`config.mk`:
```
export PLATFORM = sky130hd
export DESIGN_NAME = pc_unit
export DESIGN_NICKNAME = d
export VERILOG_FILES = /design/src/rtl/pc_unit.sv
export SDC_FILE = /design/constraint.sdc
export NUM_CORES = 1
export LEC_CHECK = 0
export ABC_CLOCK_PERIOD_IN_PS = 2480
export CAP_MARGIN = 0
export CORE_MARGIN = 8
export CORE_UTILIZATION = 49
export DETAILED_ROUTE_END_ITERATION = 7
export DONT_BUFFER_PORTS = 1
export PLACE_DENSITY = 0.72
export SLEW_MARGIN = 30
export SYNTH_ARGS = -nofsm -noshare
export SYNTH_HDL_FRONTEND = slang
export SYNTH_SLANG_ARGS = --single-unit
export TNS_END_PERCENT = 5
```
`constraint.sdc`:
```
create_clock -name clk -period 2.48 [get_ports clk]
set_input_delay 0 -clock clk [delete_from_list [all_inputs] [get_ports clk]]
set_output_delay 0 -clock clk [all_outputs]
set_load 0.1 [all_outputs]
```
`src/rtl/pc_unit.sv`:
```
// Program counter with relative branch, absolute jump/call and return-address stack.
// Latency: every action lands on pc one clock after the requesting edge; pc_next/link are combinational.
// Backpressure: stall holds pc and stack for the cycle; status pulses drop low during a stall.
//
// Optional feature macro: PC_RAS_EN (return-address stack, ras_ovf/ras_unf). Undefined: call acts
// as jmp, ret acts as a sequential step, ras_ovf/ras_unf are tied low.
//
// Ports: clk, rst_n (sync, active-low) | stall, br_take, br_off, jmp, call, jmp_addr, ret (requests)
//        pc (registered), pc_next (comb), link (comb pc+STEP), misalign/ras_ovf/ras_unf (registered pulses)
module pc_unit #(
    parameter int                 ADDR_W     = 16,
    parameter int                 OFF_W      = 8,
    parameter int                 STEP       = 2,
    parameter logic [ADDR_W-1:0]  RESET_ADDR = '0,
    parameter int                 RAS_DEPTH  = 4
) (
    input  logic              clk,
    input  logic              rst_n,
    input  logic              stall,
    input  logic              br_take,
    input  logic [OFF_W-1:0]  br_off,
    input  logic              jmp,
    input  logic              call,
    input  logic [ADDR_W-1:0] jmp_addr,
    input  logic              ret,
    output logic [ADDR_W-1:0] pc,
    output logic [ADDR_W-1:0] pc_next,
    output logic [ADDR_W-1:0] link,
    output logic              misalign,
    output logic              ras_ovf,
    output logic              ras_unf
);

    localparam logic [ADDR_W-1:0] STEP_A = ADDR_W'(STEP);

    logic [ADDR_W-1:0] pc_q, pc_d;
    logic              misalign_q, misalign_d;
    logic              ras_ovf_q, ras_ovf_d;
    logic              ras_unf_q, ras_unf_d;
    logic [ADDR_W-1:0] seq_pc, br_pc, tgt_pc, off_ext;

    assign seq_pc  = pc_q + STEP_A;
    // Offset is in instructions: sign-extend to address width, then scale by STEP.
    assign off_ext = {{(ADDR_W-OFF_W){br_off[OFF_W-1]}}, br_off};
    assign br_pc   = seq_pc + off_ext * STEP_A;
    assign tgt_pc  = {jmp_addr[ADDR_W-1:1], 1'b0};

`ifdef PC_RAS_EN
    localparam int                PTR_W    = (RAS_DEPTH > 1) ? $clog2(RAS_DEPTH) : 1;
    localparam int                CNT_W    = PTR_W + 1;
    localparam logic [PTR_W-1:0]  PTR_ONE  = PTR_W'(1);
    localparam logic [CNT_W-1:0]  CNT_ONE  = CNT_W'(1);
    localparam logic [CNT_W-1:0]  CNT_FULL = CNT_W'(RAS_DEPTH);

    // sp_q points at the next slot to write; when full it also points at the oldest
    // entry, so a push there overwrites the oldest return address.
    logic [ADDR_W-1:0] ras_q [RAS_DEPTH];
    logic [PTR_W-1:0]  sp_q, sp_d, top_idx;
    logic [CNT_W-1:0]  cnt_q, cnt_d;
    logic              push, pop;

    assign top_idx = sp_q - PTR_ONE;
`endif

    always_comb begin
        pc_d       = seq_pc;
        misalign_d = 1'b0;
        ras_ovf_d  = 1'b0;
        ras_unf_d  = 1'b0;
`ifdef PC_RAS_EN
        push       = 1'b0;
        pop        = 1'b0;
        sp_d       = sp_q;
        cnt_d      = cnt_q;
`endif
        if (!rst_n) begin
            pc_d = RESET_ADDR;
        end else if (stall) begin
            pc_d = pc_q;
        end else if (ret) begin
`ifdef PC_RAS_EN
            if (cnt_q != '0) begin
                pc_d  = ras_q[top_idx];
                pop   = 1'b1;
                sp_d  = top_idx;
                cnt_d = cnt_q - CNT_ONE;
            end else begin
                ras_unf_d = 1'b1;
            end
`else
            pc_d = seq_pc;
`endif
        end else if (call || jmp) begin
            pc_d       = tgt_pc;
            misalign_d = jmp_addr[0];
`ifdef PC_RAS_EN
            if (call) begin
                push      = 1'b1;
                sp_d      = sp_q + PTR_ONE;
                ras_ovf_d = (cnt_q == CNT_FULL);
                if (cnt_q != CNT_FULL) begin
                    cnt_d = cnt_q + CNT_ONE;
                end
            end
`endif
        end else if (br_take) begin
            pc_d = br_pc;
        end
    end

    always_ff @(posedge clk) begin
        if (!rst_n) begin
            pc_q       <= RESET_ADDR;
            misalign_q <= 1'b0;
            ras_ovf_q  <= 1'b0;
            ras_unf_q  <= 1'b0;
        end else begin
            pc_q       <= pc_d;
            misalign_q <= misalign_d;
            ras_ovf_q  <= ras_ovf_d;
            ras_unf_q  <= ras_unf_d;
        end
    end

`ifdef PC_RAS_EN
    always_ff @(posedge clk) begin
        if (!rst_n) begin
            sp_q  <= '0;
            cnt_q <= '0;
        end else begin
            sp_q  <= sp_d;
            cnt_q <= cnt_d;
        end
    end

    // Stack storage needs no reset: a zero count makes stale entries unreachable.
    always_ff @(posedge clk) begin
        if (rst_n && push) begin
            ras_q[sp_q] <= seq_pc;
        end
    end

    assign ras_ovf = ras_ovf_q;
    assign ras_unf = ras_unf_q;
`else
    assign ras_ovf = 1'b0;
    assign ras_unf = 1'b0;
`endif

    assign pc       = pc_q;
    assign pc_next  = pc_d;
    assign link     = seq_pc;
    assign misalign = misalign_q;

endmodule
```
* Yosys cells after proc, flatten, opt, wreduce, memory -nomap -nowiden
Cells that the tools add are included. W data, S select, Z words.
Cells by class: $add $sub $neg 2, multiplexer cells 5, bitwise logic cells 2, reductions and logical operators 2
Operator list (count):
- $mux W16 | 5
- $add A16 B16 Y16 | 1
- $add A16 B2 Y16 const B | 1
- $reduce_or A4 Y1 | 1
- $not A1 Y1 | 2
- $logic_or A1 B1 Y1 | 1
Word-level totals: bits in registers 17, bits of input ports 31

* Depth between registers and ports, before layout
depth after elaboration 7, mapped depth 12

* Least setup slack after synthesis
OpenSTA, ideal clock, no wires.
kind register to output, start point register pc_q[1], in the netlist pc[1], end point output port pc_next[15], arrival 6.920 ns, required time 2.480 ns, slack -4.440 ns, cell stages (with the launch flop) 12, cells stage by stage dfxtp_1 > ha_1 > and4_1 > nand4_1 > xnor2_1 > ha_1 > o21ai_0 > nand2b_1 > or3_1 > o221ai_1 > xnor2_1 > o21ai_0
On the way: longest elaborated chain between the ends 7
Ends and longest elaborated chain:
- from (decl) | line 36 | logic [ADDR_W-1:0] pc_q, pc_d;
- from (signal assigned) | line 118 | pc_q <= pc_d;
- $add A16 B2 Y16 | line 42 | assign seq_pc = pc_q + STEP_A;
- named net link[9] | line 28 | output logic [ADDR_W-1:0] link,
- $add A16 B16 Y16 | line 45 | assign br_pc = seq_pc + off_ext * STEP_A;
- $mux W16 | line 106 | end else if (br_take) begin
- $mux W16 | line 93 | end else if (call || jmp) begin
- $mux W16 | line 80 | end else if (ret) begin
- $mux W16 | line 78 | end else if (stall) begin
- $mux W16 | line 76 | if (!rst_n) begin
- to (decl) | line 27 | output logic [ADDR_W-1:0] pc_next,
The timed path passes the listed nets, and every way through them passes these cells.

* Final worst setup path
start point register pc_q[1], in the netlist pc[1], end point output port pc_next[14]
On the way: longest elaborated chain between the ends 7
Ends and longest elaborated chain (line):
- $add A16 B2 Y16 (*) | 42
- $add A16 B16 Y16 | 45
- $mux W16 | 106
- $mux W16 | 93
- $mux W16 (*) | 80
- $mux W16 (*) | 78
- $mux W16 (*) | 76
Every way passes the cells marked *; elsewhere a longest branch is shown, timed or not.

==> flow_metrics.env <==
export IMPL_outcome="complete, but fails checks"
export IMPL_violations="negative setup slack"
export IMPL_drc_errors=0
export IMPL_place_area_um2=3565
export IMPL_period_minus_slack_ns=3.242
export IMPL_final_cells=430
export IMPL_synthesis_area_um2=2141
export IMPL_clock_latency_ns=0.26
export IMPL_powerDensity_nw_per_um2=490.3
export IMPL_yosys_warnings=0
export IMPL_peakVddDrop_mv=0.3988
export IMPL_async_flop_share_pct=0
export IMPL_antenna_found_initial=0
export IMPL_fin_tns_setup_ns=-9.706
export IMPL_cts_buffers=3
export IMPL_postSynthAreaPerCell_um2=7.757
export IMPL_p_leak_uw=0.001714
export IMPL_cp_end_kind="primary output"
export IMPL_die_y_um=82.10
export IMPL_worstMarginPinSlew_ns=0.9344
export IMPL_gp_congestion=0.8938
export IMPL_ys_top_cells_by_area="dfxtp_1 16%, ha_1 9.4%, a21oi_1 6.1%, xnor2_1 4.9%, xor2_1 4.5%"
export IMPL_wire_per_inst_um=28.46
export IMPL_fin_nets=427
export IMPL_post_synth_top_count_cell="a21oi_1"
export IMPL_synthTopCellsByCount="26 x a21oi_1, 24 x nand2_1, 20 x nor2_1"
export IMPL_hold_depth=2
export IMPL_grt_max_degree=18
export IMPL_max_stage_delay_ns=0.38
export IMPL_stdcell_area_um2=3986
export IMPL_utilization_pct=92.83
export IMPL_dr_total_vias=3149
export IMPL_cap_violations=0
export IMPL_drt_total_wl_mm=12.24
export IMPL_dp_cells=411
export IMPL_cp_num_buf_inv=1
export IMPL_cp_max_fo=4
export IMPL_critPathKind="reg -> out"
export IMPL_synth_ff_type="dfxtp_1"
export IMPL_worstPathCellList="ha_4, and4_4, nand4_1, xnor2_4, ha_4, a21oi_2, o21ai_2, a31oi_2, o31ai_4, mux2i_2, a32o_4, buf_12"
export IMPL_period_share_pct=130.7
export IMPL_hp_start="br_take"
export IMPL_setup_worst_path_start_class="flop"
export IMPL_r2r_start="pc[1]"
export IMPL_rsz0062_at_grt="yes"
export IMPL_gr_total_overflow=0
export IMPL_fmax_mhz=308.4
export IMPL_slew_viol_final=0
export IMPL_grt_use_total_pct=29.95
export IMPL_design_power_total_uw=1954
export IMPL_synthCells=276
export IMPL_ff2ff_path_depth=14
export IMPL_setup_ws_ns=-0.7620
export IMPL_slew_headroom_pct=37.62
export IMPL_synth_edf_count=0
export IMPL_drive_gt1_share_pct=56.61
export IMPL_ant_nets=0
export IMPL_area_growth_pct=86.21
export IMPL_h_tree_depth=1
export IMPL_first_pass_iters=7
export IMPL_dp_hpwl_mm=7.247
export IMPL_hp_class="in -> reg"
export IMPL_initial_core_util_pct=49.85
export IMPL_clock_sinks=17
export IMPL_clock_path_buffers=2
export IMPL_core_um2=4294
export IMPL_ys_ff_latch=17
export IMPL_rrSetupSlack_ns=-0.52
export IMPL_dieArea_um2=6740
export IMPL_port_buffers=0
export IMPL_yosys_area_top_type="dfxtp_1"
export IMPL_pin_count=82
export IMPL_cp_required_ns=2.48
export IMPL_path_delay_family="compound AO/OA/AOI/OAI gates"
export IMPL_crit_path_top_delay_cell="dfxtp_4"
export IMPL_clock_root_buffer="clkbuf_8"
export IMPL_drt_iter0_drc=332
export IMPL_cts_tree="built"
export IMPL_grt_first_pass_wirelength_mm=15.49
export IMPL_num_rows=24
export IMPL_worstPathArrival_ns=3.24
export IMPL_diodes=0
export IMPL_cts_clk_slew_worst_paths_ns=0.07
export IMPL_ys_types=62
export IMPL_avgViaCountPerCell=7.323
export IMPL_hold_viol_final=0
export IMPL_rr_endpoint="pc[10]"
export IMPL_ys_seq_area_share_pct=15.90
export IMPL_synth_top_area_share_pct=15.90
export IMPL_die_x_um=82.10
export IMPL_path_common_cell="ha_4"
export IMPL_hold_end="pc[15]"
export IMPL_finalSetupViolCount=22
export IMPL_clock_skew_ns=0.005960
export IMPL_grt_pass1_vias=2970
[sequential cells by signal, indices dropped and copies added (netlist names)]
signal and flops:
pc 16, misalign 1
[power by group]
part	total (uW)	switching (uW)	internal, uW
Combinational	1410	930	476
Sequential	324	31.1	293
Clock	225	113	112
[timing repair]
action | 4_1_cts | 5_1_grt
hold endpoints to repair | 12 | 0
buffers inserted | 11 | 2
hold buffers | 3 | 0
endpoints found under the setup margin | 22 | 22
resized for setup | 36 | 12
pin swaps | 30 | 13
[layer usage]
metal  wire, um  track usage, %  up-vias
met5          0               0        -
met4        880           12.28        0
met3       1457           5.628      104
met2       5766           52.25      309
met1       4133           35.22     1488
li1           -               -     1248
[placed cells by master (no fill, tap or decap), types with 4 or more instances in the layout]
master	n
a21o_1	4
o22ai_1	5
nand3_1	5
inv_1	9
nor2_1	17
xnor2_2	5
nand2_1	22
xor2_1	5
nand2b_1	4
xnor2_4	6
dfxtp_4	10
ha_1	5
a221oi_1	4
buf_12	16
o211a_1	4
buf_6	5
a21oi_1	19
o21ai_0	7
buf_4	86
xor2_4	5
a21oi_2	5
o21ai_2	6
nand3_2	4
and3_1	6
dfxtp_2	4
ha_4	11
[how the worst max path moves through the flow]
stage	from	endpoint	slack [ns]	cells past startpoint
3_5_place_dp	pc[2]	pc_next[14]	-0.42	13
5_1_grt	pc[1]	pc_next[13]	-0.83	11
6_report	pc[1]	pc_next[14]	-0.76	12
2_1_floorplan	pc[3]	pc_next[11]	-1.09	11
3_3_place_gp	pc[2]	pc_next[14]	-0.40	13
4_1_cts	pc[1]	pc_next[10]	-0.55	13
[cell families (layout without fill, tap and decap cells)]
group,count (synthesis),after routing,synth area share (%)
AND/OR/NAND/NOR,93,93,23.38
XOR/XNOR,24,24,10.17
other,1,2,0.1752
adder cells (fa/ha/maj),17,17,10.29
AO/OA/AOI/OAI,100,100,33.72
buffers and inverters,23,124,5.903
flip-flops,17,17,15.90
multiplexers,1,1,0.4676
[cell type report]
type / instances / area [um2]
Inverter: 10 / 41.29
Clock inverter: 1 / 5.005
Fill cell: 148 / 307.8
Clock buffer: 3 / 41.29
Sequential cell: 17 / 382.9
Tap cell: 52 / 65.06
Multi-Input combinational cell: 237 / 2399
Timing Repair Buffer: 110 / 1052
[per-stage QoR]
step	hold WS [ns]	setup slack, ns
after floorplan	0.1227	-1.091
after global placement	0.1201	-0.4002
after detailed placement	0.1188	-0.4189
after CTS	0.008661	-0.5458
after global routing	0.01397	-0.8263
final	0.01735	-0.7620
(Power assumes the default switching activity.)
